## src/rtl/simeck_decryption32.sv

```systemverilog
// Iterative Simeck-style 32-bit block decryption core with a 16-bit key.
// One inverse Feistel round per clock, rounds 31 down to 0, start/done handshake.
module simeck_decryption32 (
    input  logic        clk,
    input  logic        rst,
    input  logic        start,
    input  logic [31:0] inp,
    input  logic [15:0] key,
    output logic [31:0] out,
    output logic        busy,
    output logic        done
);

    typedef enum logic {
        IDLE,
        RUN
    } state_t;

    state_t      state_q, state_d;
    logic [4:0]  round_q;
    logic [15:0] left_q, right_q, key_q;
    logic [15:0] round_left, round_right;
    logic        load, last;

    function automatic logic [15:0] rotl(input logic [15:0] x, input int unsigned n);
        rotl = (x << n) | (x >> (16 - n));
    endfunction

    function automatic logic [15:0] round_f(input logic [15:0] x);
        round_f = (x & rotl(x, 5)) ^ rotl(x, 1);
    endfunction

    // Inverse round: (L, R) -> (R, L ^ f(R) ^ k_i) with k_i = K ^ i.
    always_comb begin
        round_left  = right_q;
        round_right = left_q ^ round_f(right_q) ^ (key_q ^ {11'b0, round_q});
    end

    // NOTE: every always_comb output gets a default first so no path leaves it unassigned and infers a latch.
    always_comb begin
        state_d = state_q;
        load    = 1'b0;
        last    = 1'b0;
        case (state_q)
            IDLE: begin
                if (start) begin
                    state_d = RUN;
                    load    = 1'b1;
                end
            end
            RUN: begin
                if (round_q == 5'd0) begin
                    state_d = IDLE;
                    last    = 1'b1;
                end
            end
            default: state_d = IDLE;
        endcase
    end

    // NOTE: sequential state uses non-blocking assignments so every register samples pre-edge values.
    always_ff @(posedge clk) begin
        if (rst) begin
            state_q <= IDLE;
            round_q <= 5'd0;
            out     <= 32'd0;
            done    <= 1'b0;
        end else begin
            state_q <= state_d;
            done    <= last;
            if (load) begin
                round_q <= 5'd31;
            end else if (state_q == RUN && !last) begin
                round_q <= round_q - 5'd1;
            end
            if (last) begin
                out <= {round_left, round_right};
            end
        end
    end

    // NOTE: working datapath registers are left unreset; they are always loaded before being used.
    always_ff @(posedge clk) begin
        if (load) begin
            left_q  <= inp[31:16];
            right_q <= inp[15:0];
            key_q   <= key;
        end else if (state_q == RUN) begin
            left_q  <= round_left;
            right_q <= round_right;
        end
    end

    assign busy = (state_q == RUN);

endmodule

```

## config.mk

```make
export PLATFORM = sky130hd
export DESIGN_NAME = simeck_decryption32
export DESIGN_NICKNAME = d
export VERILOG_FILES = /design/src/rtl/simeck_decryption32.sv
export SDC_FILE = /design/constraint.sdc
export NUM_CORES = 1
export LEC_CHECK = 0
export CAP_MARGIN = 0
export CORE_MARGIN = 2
export CORE_UTILIZATION = 40
export DETAILED_ROUTE_END_ITERATION = 6
export PLACE_DENSITY = 0.7
export SETUP_SLACK_MARGIN = 0.2
export SYNTH_ARGS = -nofsm -noshare
export SYNTH_HDL_FRONTEND = slang
export SYNTH_SLANG_ARGS = --single-unit
```

## constraint.sdc

```tcl
create_clock -name clk -period 1.85 [get_ports clk]
set_input_delay 0.37 -clock clk [delete_from_list [all_inputs] [get_ports clk]]
set_output_delay 0.37 -clock clk [all_outputs]
set_load 0.05 [all_outputs]
```

# == Word-level counts from Yosys, hierarchy flattened ==
# Cells that the tools add are included.
# totals
ff_bits,87
in_bits,51
out_inout_bits,34
# classes
n_addsub,1
n_mux,12
bitwise,8
n_reduce_logical,5
# op_table
cell,n
2-to-1 mux 16 bit,4
bitwise XOR 16 bit,3
AND 16 bit,1
bitwise OR 16 x 1 -> 16 bit,1
bitwise OR 16 x 5 -> 16 bit,1
bitwise XOR 16 x 5 -> 16 bit,1
2-to-1 mux 5 bit,2
logical NOT 5 bit,1
2-to-1 mux 1 bit,5
subtractor 5 x 1 -> 5 bit (second input constant),1
nonzero test 2 bit,2
one-hot mux 1 bit (2 select lines),1
logical AND 1 bit,1
logical NOT 1 bit,1
NOT 1 bit,1

# == Longest topological paths before layout ==
# Gate-level depths: netlist of the first run.
# logic_depth
word_depth,7
ltp_mapped,8
depth_no_buf,6

# == Worst setup path after synthesis of the first run ==
# OpenSTA, ideal clock, no wires.
# synth_path
path_kind,flip-flop to flip-flop
from,register state_q (netlist: busy)
to,register round_q[0]
t_arrival_ps,1941
path_slack_ps,-177
stages_incl_launch_ff,6
n_path_buf,1
path_cell_list,dfxtp_1 -> clkbuf_2 -> nor2_1 -> inv_1 -> a21oi_1 -> a211oi_1
# synth_between
elab_chain_cells,4
# synth_lines
item,line_no,rtl
from (decl),19,"state_t state_q, state_d;"
from (signal assigned),69,state_q <= state_d;
2-to-1 mux 1 bit,44,case (state_q)
logical NOT 1 bit,73,end else if (state_q == RUN && !last) begin
logical AND 1 bit,73,
nonzero test 2 bit (no line),--,
to (signal assigned),74,round_q <= round_q - 5'd1;
to (decl),20,logic [4:0] round_q;
# Parallel ways exist; a longest one is shown, timed or not.
# A chain may end at the register's enable or synchronous reset.

# == Worst setup path after layout of the first run ==
# layout_path
from,register round_q[0]
to,register out[31]
# layout_between
elab_chain_cells,3
# layout_lines
item,line_no,rtl
logical NOT 5 bit,52,if (round_q == 5'd0) begin
2-to-1 mux 1 bit,52,
2-to-1 mux 1 bit,44,
to (signal assigned),77,"out <= {round_left, round_right};"
to (decl),9,"output logic [31:0] out,"
# No other way between the ends.

==> run_summary.xml, run 1 <==
<?xml version="1.0" encoding="UTF-8"?>
<metrics>
  <group name="sta">
    <metric name="timing_hold_violations_final" unit="">0</metric>
    <metric name="drv_slew" unit="">0</metric>
    <metric name="skew" unit="ns">0.008025</metric>
    <metric name="final.period_utilization" unit="">0.8542</metric>
    <metric name="worst-slew-pin-transition" unit="ns">0.4047</metric>
    <metric name="total_negative_setup_slack" unit="ns">0</metric>
    <metric name="grt_setup_unrepaired" unit="">true</metric>
    <metric name="timing.final.setup_violations" unit="">0</metric>
    <metric name="worst_slew_margin_rel" unit="">0.7302</metric>
    <metric name="period_minus_slack" unit="ns">1.580</metric>
    <metric name="holdWs" unit="ns">0.4273</metric>
    <metric name="max_freq" unit="MHz">632.8</metric>
  </group>
  <group name="floorplan">
    <metric name="io-pin-count" unit="">85</metric>
    <metric name="floorplan.initialDensity" unit="">0.4090</metric>
    <metric name="floorplan.die.width" unit="um">103.5</metric>
    <metric name="floorplan.rows" unit="">36</metric>
    <metric name="dieHeight" unit="um">103.5</metric>
    <metric name="core_area" unit="sq mm">0.009684</metric>
    <metric name="design.die.area" unit="sq mm">0.01072</metric>
  </group>
  <group name="yosys">
    <metric name="mappedNetlistArea" unit="sq mm">0.003961</metric>
    <metric name="synth-warning-count" unit="">0</metric>
    <metric name="yosys_most_used_dff" unit="">edfxtp_1</metric>
    <metric name="share_of_the_yosys_chip_area_belonging_to_registers" unit="">0.5610</metric>
    <metric name="synth_enable_flop_cells" unit="">48</metric>
    <metric name="netlist-cell-type-count" unit="">28</metric>
    <metric name="synth_seq_cells" unit="">87</metric>
    <metric name="postSynth.asyncResetShare" unit="">0</metric>
    <metric name="most_numerous_cell_types_in_the_synthesized_netlist" unit="">59 x nand2_1, 48 x edfxtp_1, 39 x dfxtp_1</metric>
    <metric name="yosysTopAreaCellShare" unit="">0.3639</metric>
    <metric name="netlist.top_cell.by_area" unit="">edfxtp_1</metric>
    <metric name="post_synth_main_area_contributors" unit="">edfxtp_1 36%, dfxtp_1 20%, mux2_2 9.1%</metric>
    <metric name="postSynthNetCount" unit="">366</metric>
    <metric name="postSynthCellCount" unit="">314</metric>
    <metric name="syn_area_per_cell" unit="sq um">12.62</metric>
    <metric name="most_frequent_cell_after_synthesis" unit="">nand2_1</metric>
  </group>
  <group name="worst_setup_path">
    <metric name="r2r_end" unit="">out[31]</metric>
    <metric name="launching_element_type_of_the_critical_path" unit="">flip-flop</metric>
    <metric name="crit_path_top_delay_cell" unit="">dfxtp_1</metric>
    <metric name="timing.critical_path.from" unit="">round_q[0]</metric>
    <metric name="slowest_stage_delay_cp" unit="ns">0.32</metric>
    <metric name="setup.worst_path.end" unit="">out[31]</metric>
    <metric name="crit_path_required_time" unit="ns">2.13</metric>
    <metric name="worst-path-max-fanout" unit="">8</metric>
    <metric name="cells_along_the_critical_path" unit="">inv_1, ha_2, nor4b_4, and2_4, buf_4, nand2_1, a21oi_1</metric>
    <metric name="reg2reg_depth" unit="">7</metric>
    <metric name="worst-setup-path-type" unit="">reg2reg</metric>
    <metric name="startpoint_of_the_most_critical_register_to_register_path" unit="">round_q[0]</metric>
    <metric name="register_to_register_path_setup_slack" unit="ns">0.27</metric>
    <metric name="cp-end-kind" unit="">flip-flop</metric>
    <metric name="cp.arrival" unit="ns">1.86</metric>
  </group>
  <group name="cells_and_area">
    <metric name="area_growth" unit="%">29.79</metric>
    <metric name="diodes" unit="">0</metric>
    <metric name="finish.instance_area" unit="sq mm">0.005141</metric>
    <metric name="drive_above_1_share" unit="">0.2954</metric>
    <metric name="final_core_utilization" unit="">0.5309</metric>
    <metric name="layoutNonFillerInstCount" unit="">546</metric>
    <metric name="nNetsFinal" unit="">460</metric>
  </group>
  <group name="place">
    <metric name="hpwlAfterDp" unit="um">6196</metric>
    <metric name="placed_cell_area" unit="sq mm">0.004911</metric>
    <metric name="place.port_buffers" unit="">84</metric>
    <metric name="dp.cells" unit="">529</metric>
    <metric name="place.gp.congestion" unit="">0.7675</metric>
  </group>
  <group name="global_route">
    <metric name="first_global_vias" unit="">2589</metric>
    <metric name="gr-total-overflow" unit="">0</metric>
    <metric name="overall_global_routing_resource_usage" unit="">0.1623</metric>
    <metric name="grt_first_pass_wirelength" unit="um">13400</metric>
    <metric name="grt_max_degree" unit="">35</metric>
    <metric name="number_of_antenna_violations_at_the_first_check_in_global_routing" unit="">0</metric>
  </group>
  <group name="drt">
    <metric name="detail_route.vias_per_cell" unit="">4.786</metric>
    <metric name="drt_first_iter_violations" unit="">76</metric>
    <metric name="wirelength" unit="um">8555</metric>
    <metric name="antenna_left" unit="">0</metric>
    <metric name="post_route_drc_violation_count" unit="">0</metric>
    <metric name="routedWlPerCell" unit="um">15.67</metric>
    <metric name="vias" unit="">2613</metric>
    <metric name="first_pass_iters" unit="">4</metric>
  </group>
  <group name="cts">
    <metric name="holdBufCountCts" unit="">0</metric>
    <metric name="clk-insertion-delay-late" unit="ns">0.36</metric>
    <metric name="clock_tree.buffer_depth" unit="">2</metric>
    <metric name="clock-root-buffer" unit="">clkbuf_8</metric>
    <metric name="htree_levels" unit="">3</metric>
    <metric name="clk_sinks" unit="">87</metric>
    <metric name="numCtsBuffers" unit="">9</metric>
    <metric name="clkSlewWorstSetupHoldPaths" unit="ns">0.08</metric>
    <metric name="tritoncts" unit="">built</metric>
  </group>
  <group name="run_status">
    <metric name="status" unit="">completed</metric>
  </group>
  <group name="job">
    <metric name="max-cap-violations" unit="">0</metric>
  </group>
  <group name="power_and_ir_drop">
    <metric name="ir_drop" unit="uV">448.1</metric>
    <metric name="p_per_area" unit="mW/mm^2">1336</metric>
    <metric name="power.leakage" unit="nW">2.061</metric>
  </group>
  <group name="worst_hold_path">
    <metric name="hold-path-cell-count" unit="">2</metric>
    <metric name="hold_path_startpoint" unit="">rst</metric>
    <metric name="hold_path_class" unit="">in2reg</metric>
  </group>
</metrics>
[routing by layer]
layer / wire length (um) / track usage / vias up
met1: 3812 / 0.2137 / 1261
li1: - / - / 1272
met3: 424 / 0.04468 / 13
met2: 4185 / 0.2583 / 67
met4: 131 / 0.05888 / 0
met5: 0 / 0 / -
[placed cells by master (no fill, tap or decap), drive strengths merged, types with 10 or more instances in the layout]
master         instances
a21oi                 27
dfxtp                 39
nor3                  13
clkdlybuf4s50         49
nand2                 60
buf                   50
xor2                  11
clkbuf                12
nor2                  27
edfxtp                48
mux2                  32
xnor3                 16
xnor2                 10
[area by class of cell]
type,count,area [sq um]
well taps,133,166.4
fillers,852,4543
repair buffers,99,913.4
multi-input cells,208,1623
flip-flops and latches,87,2223
clock inverters,4,45.04
inverters,3,15.01
clock buffers,12,155.1
[through the flow]
step	total power [mW]	setup slack, ns
finish	6.869	0.2696
global route	7.251	0.1819
CTS	6.926	0.2462
detailed placement	5.585	-0.02982
global placement	5.514	-0.01535
floorplan	4.953	0.1681
[worst min-delay path by stage]
stage | end | slack, ns
6_report | out[22] | 0.43
5_1_grt | out[22] | 0.43
4_1_cts | out[22] | 0.41
3_5_place_dp | out[28] | 0.45
3_3_place_gp | out[31] | 0.45
2_1_floorplan | key_q[0] | 0.47
[state kept, by name, summed over array words and instances, names as in the netlist]
| register | flops |
|---|---|
| busy | 1 |
| done | 1 |
| key_q | 16 |
| left_q | 16 |
| out | 32 |
| right_q | 16 |
| round_q | 5 |
[worst max-delay path: cells and delay by family (launching register included)]
family	cells	cell delay, ns
AO/OA/AOI/OAI	1	0.15
adder cells (fa/ha/maj)	1	0.21
buffers and inverters	2	0.23
flip-flops	1	0.32
AND/OR/NAND/NOR	3	0.59
[cells by family (layout without fill, tap and decap cells)]
family | after synthesis | after routing | share of synthesized area
xor+xnor | 37 | 37 | 0.1374
fa+ha+maj | 1 | 1 | 0.003158
simple gates | 107 | 107 | 0.1270
mux | 32 | 32 | 0.09097
buf+inv | 19 | 118 | 0.03632
flops | 87 | 87 | 0.5610
compound gates | 31 | 31 | 0.04422
[what timing repair did]
item                       4_1_cts  5_1_grt
pin swaps                        1        1
setup endpoints to repair        6       23
setup buffers                    1        0
resized for setup                0        3
[power by group]
group          switching [mW]  internal (mW)
clock                   0.643          0.692
sequential              0.440           2.60
combinational           0.941           1.55
total                    2.02           4.84
Note: power is estimated with default switching activity, not from simulation.
==> run 2, diff against run 1 <==
--- a/config.mk
+++ b/config.mk
@@ -9,6 +9,7 @@
 export CORE_MARGIN = 2
 export CORE_UTILIZATION = 40
 export DETAILED_ROUTE_END_ITERATION = 6
+export MAX_ROUTING_LAYER = met4
 export PLACE_DENSITY = 0.7
 export SETUP_SLACK_MARGIN = 0.2
 export SYNTH_ARGS = -nofsm -noshare
==> run 2 against run 1 <==
Core utilization unchanged. Power hardly changed. First-iteration DRC count increased by 17%. Routed wire length barely moved. Clock-buffer cell count is the same. Sequential cell count did not move. Worst hold slack lost 0.0059 ns. Sequential share of layout area unchanged. Largest cell class unchanged. Highest routed layer unchanged.
==> run_summary.xml, run 2 (same netlist as run 1, synthesis figures left out) <==
<?xml version="1.0" encoding="UTF-8"?>
<metrics>
  <group name="run_status">
    <metric name="status" unit="">completed</metric>
  </group>
  <group name="power_and_ir_drop">
    <metric name="power.leakage" unit="nW">2.061</metric>
    <metric name="p_int" unit="mW">4.845</metric>
    <metric name="sequentialPowerShare" unit="">0.442</metric>
    <metric name="p_per_area" unit="mW/mm^2">1337</metric>
    <metric name="sw_frac" unit="">0.2952</metric>
    <metric name="ir_drop" unit="uV">448.9</metric>
    <metric name="p_clk_frac" unit="">0.195</metric>
    <metric name="comb_power_share" unit="">0.362</metric>
    <metric name="netSwitchingPower" unit="mW">2.029</metric>
  </group>
  <group name="global_route">
    <metric name="first_global_vias" unit="">2580</metric>
    <metric name="overall_global_routing_resource_usage" unit="">0.1672</metric>
    <metric name="gr-total-overflow" unit="">0</metric>
    <metric name="grt_max_degree" unit="">35</metric>
    <metric name="number_of_antenna_violations_at_the_first_check_in_global_routing" unit="">0</metric>
    <metric name="grt_first_pass_wirelength" unit="um">13410</metric>
  </group>
  <group name="worst_hold_path">
    <metric name="hold_path_class" unit="">in2reg</metric>
  </group>
  <group name="cts">
    <metric name="clock-root-buffer" unit="">clkbuf_8</metric>
    <metric name="numCtsBuffers" unit="">9</metric>
    <metric name="clkSlewWorstSetupHoldPaths" unit="ns">0.08</metric>
    <metric name="clk-insertion-delay-late" unit="ns">0.36</metric>
    <metric name="htree_levels" unit="">3</metric>
    <metric name="holdBufCountCts" unit="">0</metric>
    <metric name="clk_sinks" unit="">87</metric>
    <metric name="clock_tree.buffer_depth" unit="">2</metric>
    <metric name="tritoncts" unit="">built</metric>
  </group>
  <group name="floorplan">
    <metric name="floorplan.die.width" unit="um">103.5</metric>
    <metric name="floorplan.rows" unit="">36</metric>
    <metric name="core_area" unit="sq mm">0.009684</metric>
    <metric name="floorplan.initialDensity" unit="">0.4090</metric>
    <metric name="design.die.area" unit="sq mm">0.01072</metric>
    <metric name="io-pin-count" unit="">85</metric>
    <metric name="dieHeight" unit="um">103.5</metric>
  </group>
  <group name="worst_setup_path">
    <metric name="cp.arrival" unit="ns">1.86</metric>
    <metric name="worst-path-max-fanout" unit="">8</metric>
    <metric name="cp-end-kind" unit="">flip-flop</metric>
    <metric name="worst-setup-path-type" unit="">reg2reg</metric>
    <metric name="crit_path_required_time" unit="ns">2.14</metric>
    <metric name="launching_element_type_of_the_critical_path" unit="">flip-flop</metric>
  </group>
  <group name="drt">
    <metric name="antenna_left" unit="">0</metric>
    <metric name="post_route_drc_violation_count" unit="">0</metric>
    <metric name="vias" unit="">2639</metric>
    <metric name="wirelength" unit="um">8554</metric>
    <metric name="first_pass_iters" unit="">4</metric>
    <metric name="routedWlPerCell" unit="um">15.67</metric>
    <metric name="detail_route.vias_per_cell" unit="">4.833</metric>
    <metric name="drt_first_iter_violations" unit="">89</metric>
  </group>
  <group name="cells_and_area">
    <metric name="final.fill_count" unit="">852</metric>
    <metric name="area_growth" unit="%">29.79</metric>
    <metric name="layout.cells.most_common_list" unit="">59 x nand2_1, 49 x clkdlybuf4s50_1, 48 x edfxtp_1, 45 x buf_4, 38 x dfxtp_1</metric>
    <metric name="multi_input_comb_area" unit="sq mm">0.001623</metric>
    <metric name="final_core_utilization" unit="">0.5309</metric>
    <metric name="mostFrequentLayoutCell" unit="">nand2_1</metric>
    <metric name="top_register" unit="">out</metric>
    <metric name="register_area" unit="sq mm">0.002223</metric>
    <metric name="diodes" unit="">0</metric>
    <metric name="layoutNonFillerInstCount" unit="">546</metric>
    <metric name="max_ffs_per_register" unit="">32</metric>
    <metric name="drive_above_1_share" unit="">0.2954</metric>
    <metric name="nNetsFinal" unit="">460</metric>
  </group>
  <group name="place">
    <metric name="place.port_buffers" unit="">84</metric>
    <metric name="hpwlAfterDp" unit="um">6196</metric>
    <metric name="place.gp.congestion" unit="">0.7777</metric>
    <metric name="dp.cells" unit="">529</metric>
  </group>
  <group name="sta">
    <metric name="max_freq" unit="MHz">636.3</metric>
    <metric name="period_minus_slack" unit="ns">1.571</metric>
    <metric name="skew" unit="ns">0.007051</metric>
    <metric name="worst_slew_margin_rel" unit="">0.7315</metric>
    <metric name="final.period_utilization" unit="">0.8495</metric>
    <metric name="holdWs" unit="ns">0.4215</metric>
    <metric name="worst-slew-pin-transition" unit="ns">0.4027</metric>
    <metric name="total_negative_setup_slack" unit="ns">0</metric>
    <metric name="timing.final.setup_violations" unit="">0</metric>
    <metric name="grt_setup_unrepaired" unit="">true</metric>
    <metric name="drv_slew" unit="">0</metric>
    <metric name="timing_hold_violations_final" unit="">0</metric>
  </group>
  <group name="job">
    <metric name="max-cap-violations" unit="">0</metric>
  </group>
</metrics>
-- run 2: area by class of cell --
| type | count | area share |
|---|---|---|
| Sequential cell | 87 | 0.4325 |
| Clock buffer | 12 | 0.03018 |
| Timing Repair Buffer | 99 | 0.1777 |
| Multi-Input combinational cell | 208 | 0.3156 |
| Inverter | 3 | 0.002920 |
| Tap cell | 133 | 0.03237 |
| Clock inverter | 4 | 0.008761 |
-- run 2: what timing repair did --
action | 4_1_cts | 5_1_grt
resized for setup | 0 | 3
endpoints found under the setup margin | 6 | 23
pin swaps | 1 | 1
setup buffers | 1 | 0
-- run 2: critical path, stage by stage, from the launching register on --
cell and delay (ns):
dfxtp_1 0.32, inv_1 0.06, ha_2 0.21, nor4b_4 0.27, and2_4 0.26, buf_4 0.17, nand2_1 0.06, a21oi_1 0.14
-- run 2: worst paths after layout --
check | from | to | slack (ns) | cells after the start
max | round_q[0] | out[31] | 0.28 | 7
min | rst | out[22] | 0.42 | 2
max reg2reg | round_q[0] | out[31] | 0.28 | 7
min reg2reg | out[28] | out[28] | 0.46 | 2
-- run 2: power by group through the flow --
stage          sequential (mW)  combinational, mW  clock, mW
2_1_floorplan             3.09               1.86          0
3_3_place_gp              3.08               2.43          0
3_5_place_dp              3.10               2.49          0
4_1_cts                   3.05               2.50       1.38
5_1_grt                   3.10               2.70       1.45
6_report                  3.04               2.49       1.34
-- run 2: stage by stage --
stage          power (mW)  worst slack [ns]  cell area (sq um)
6_report            6.874            0.2785               5141
5_1_grt             7.252            0.1819               5141
4_1_cts             6.926            0.2462               5131
3_5_place_dp        5.585          -0.02982               4911
3_3_place_gp        5.514          -0.01535               4911
2_1_floorplan       4.953            0.1681               3983
-- run 2: metal layers --
metal / track usage / part of all wire / vias to the layer above
li1: - / - / 1273
met1: 0.2149 / 0.44 / 1277
met2: 0.2592 / 0.49 / 77
met3: 0.04216 / 0.058 / 12
met4: 0.05888 / 0.014 / 0
met5: - / 0 / -
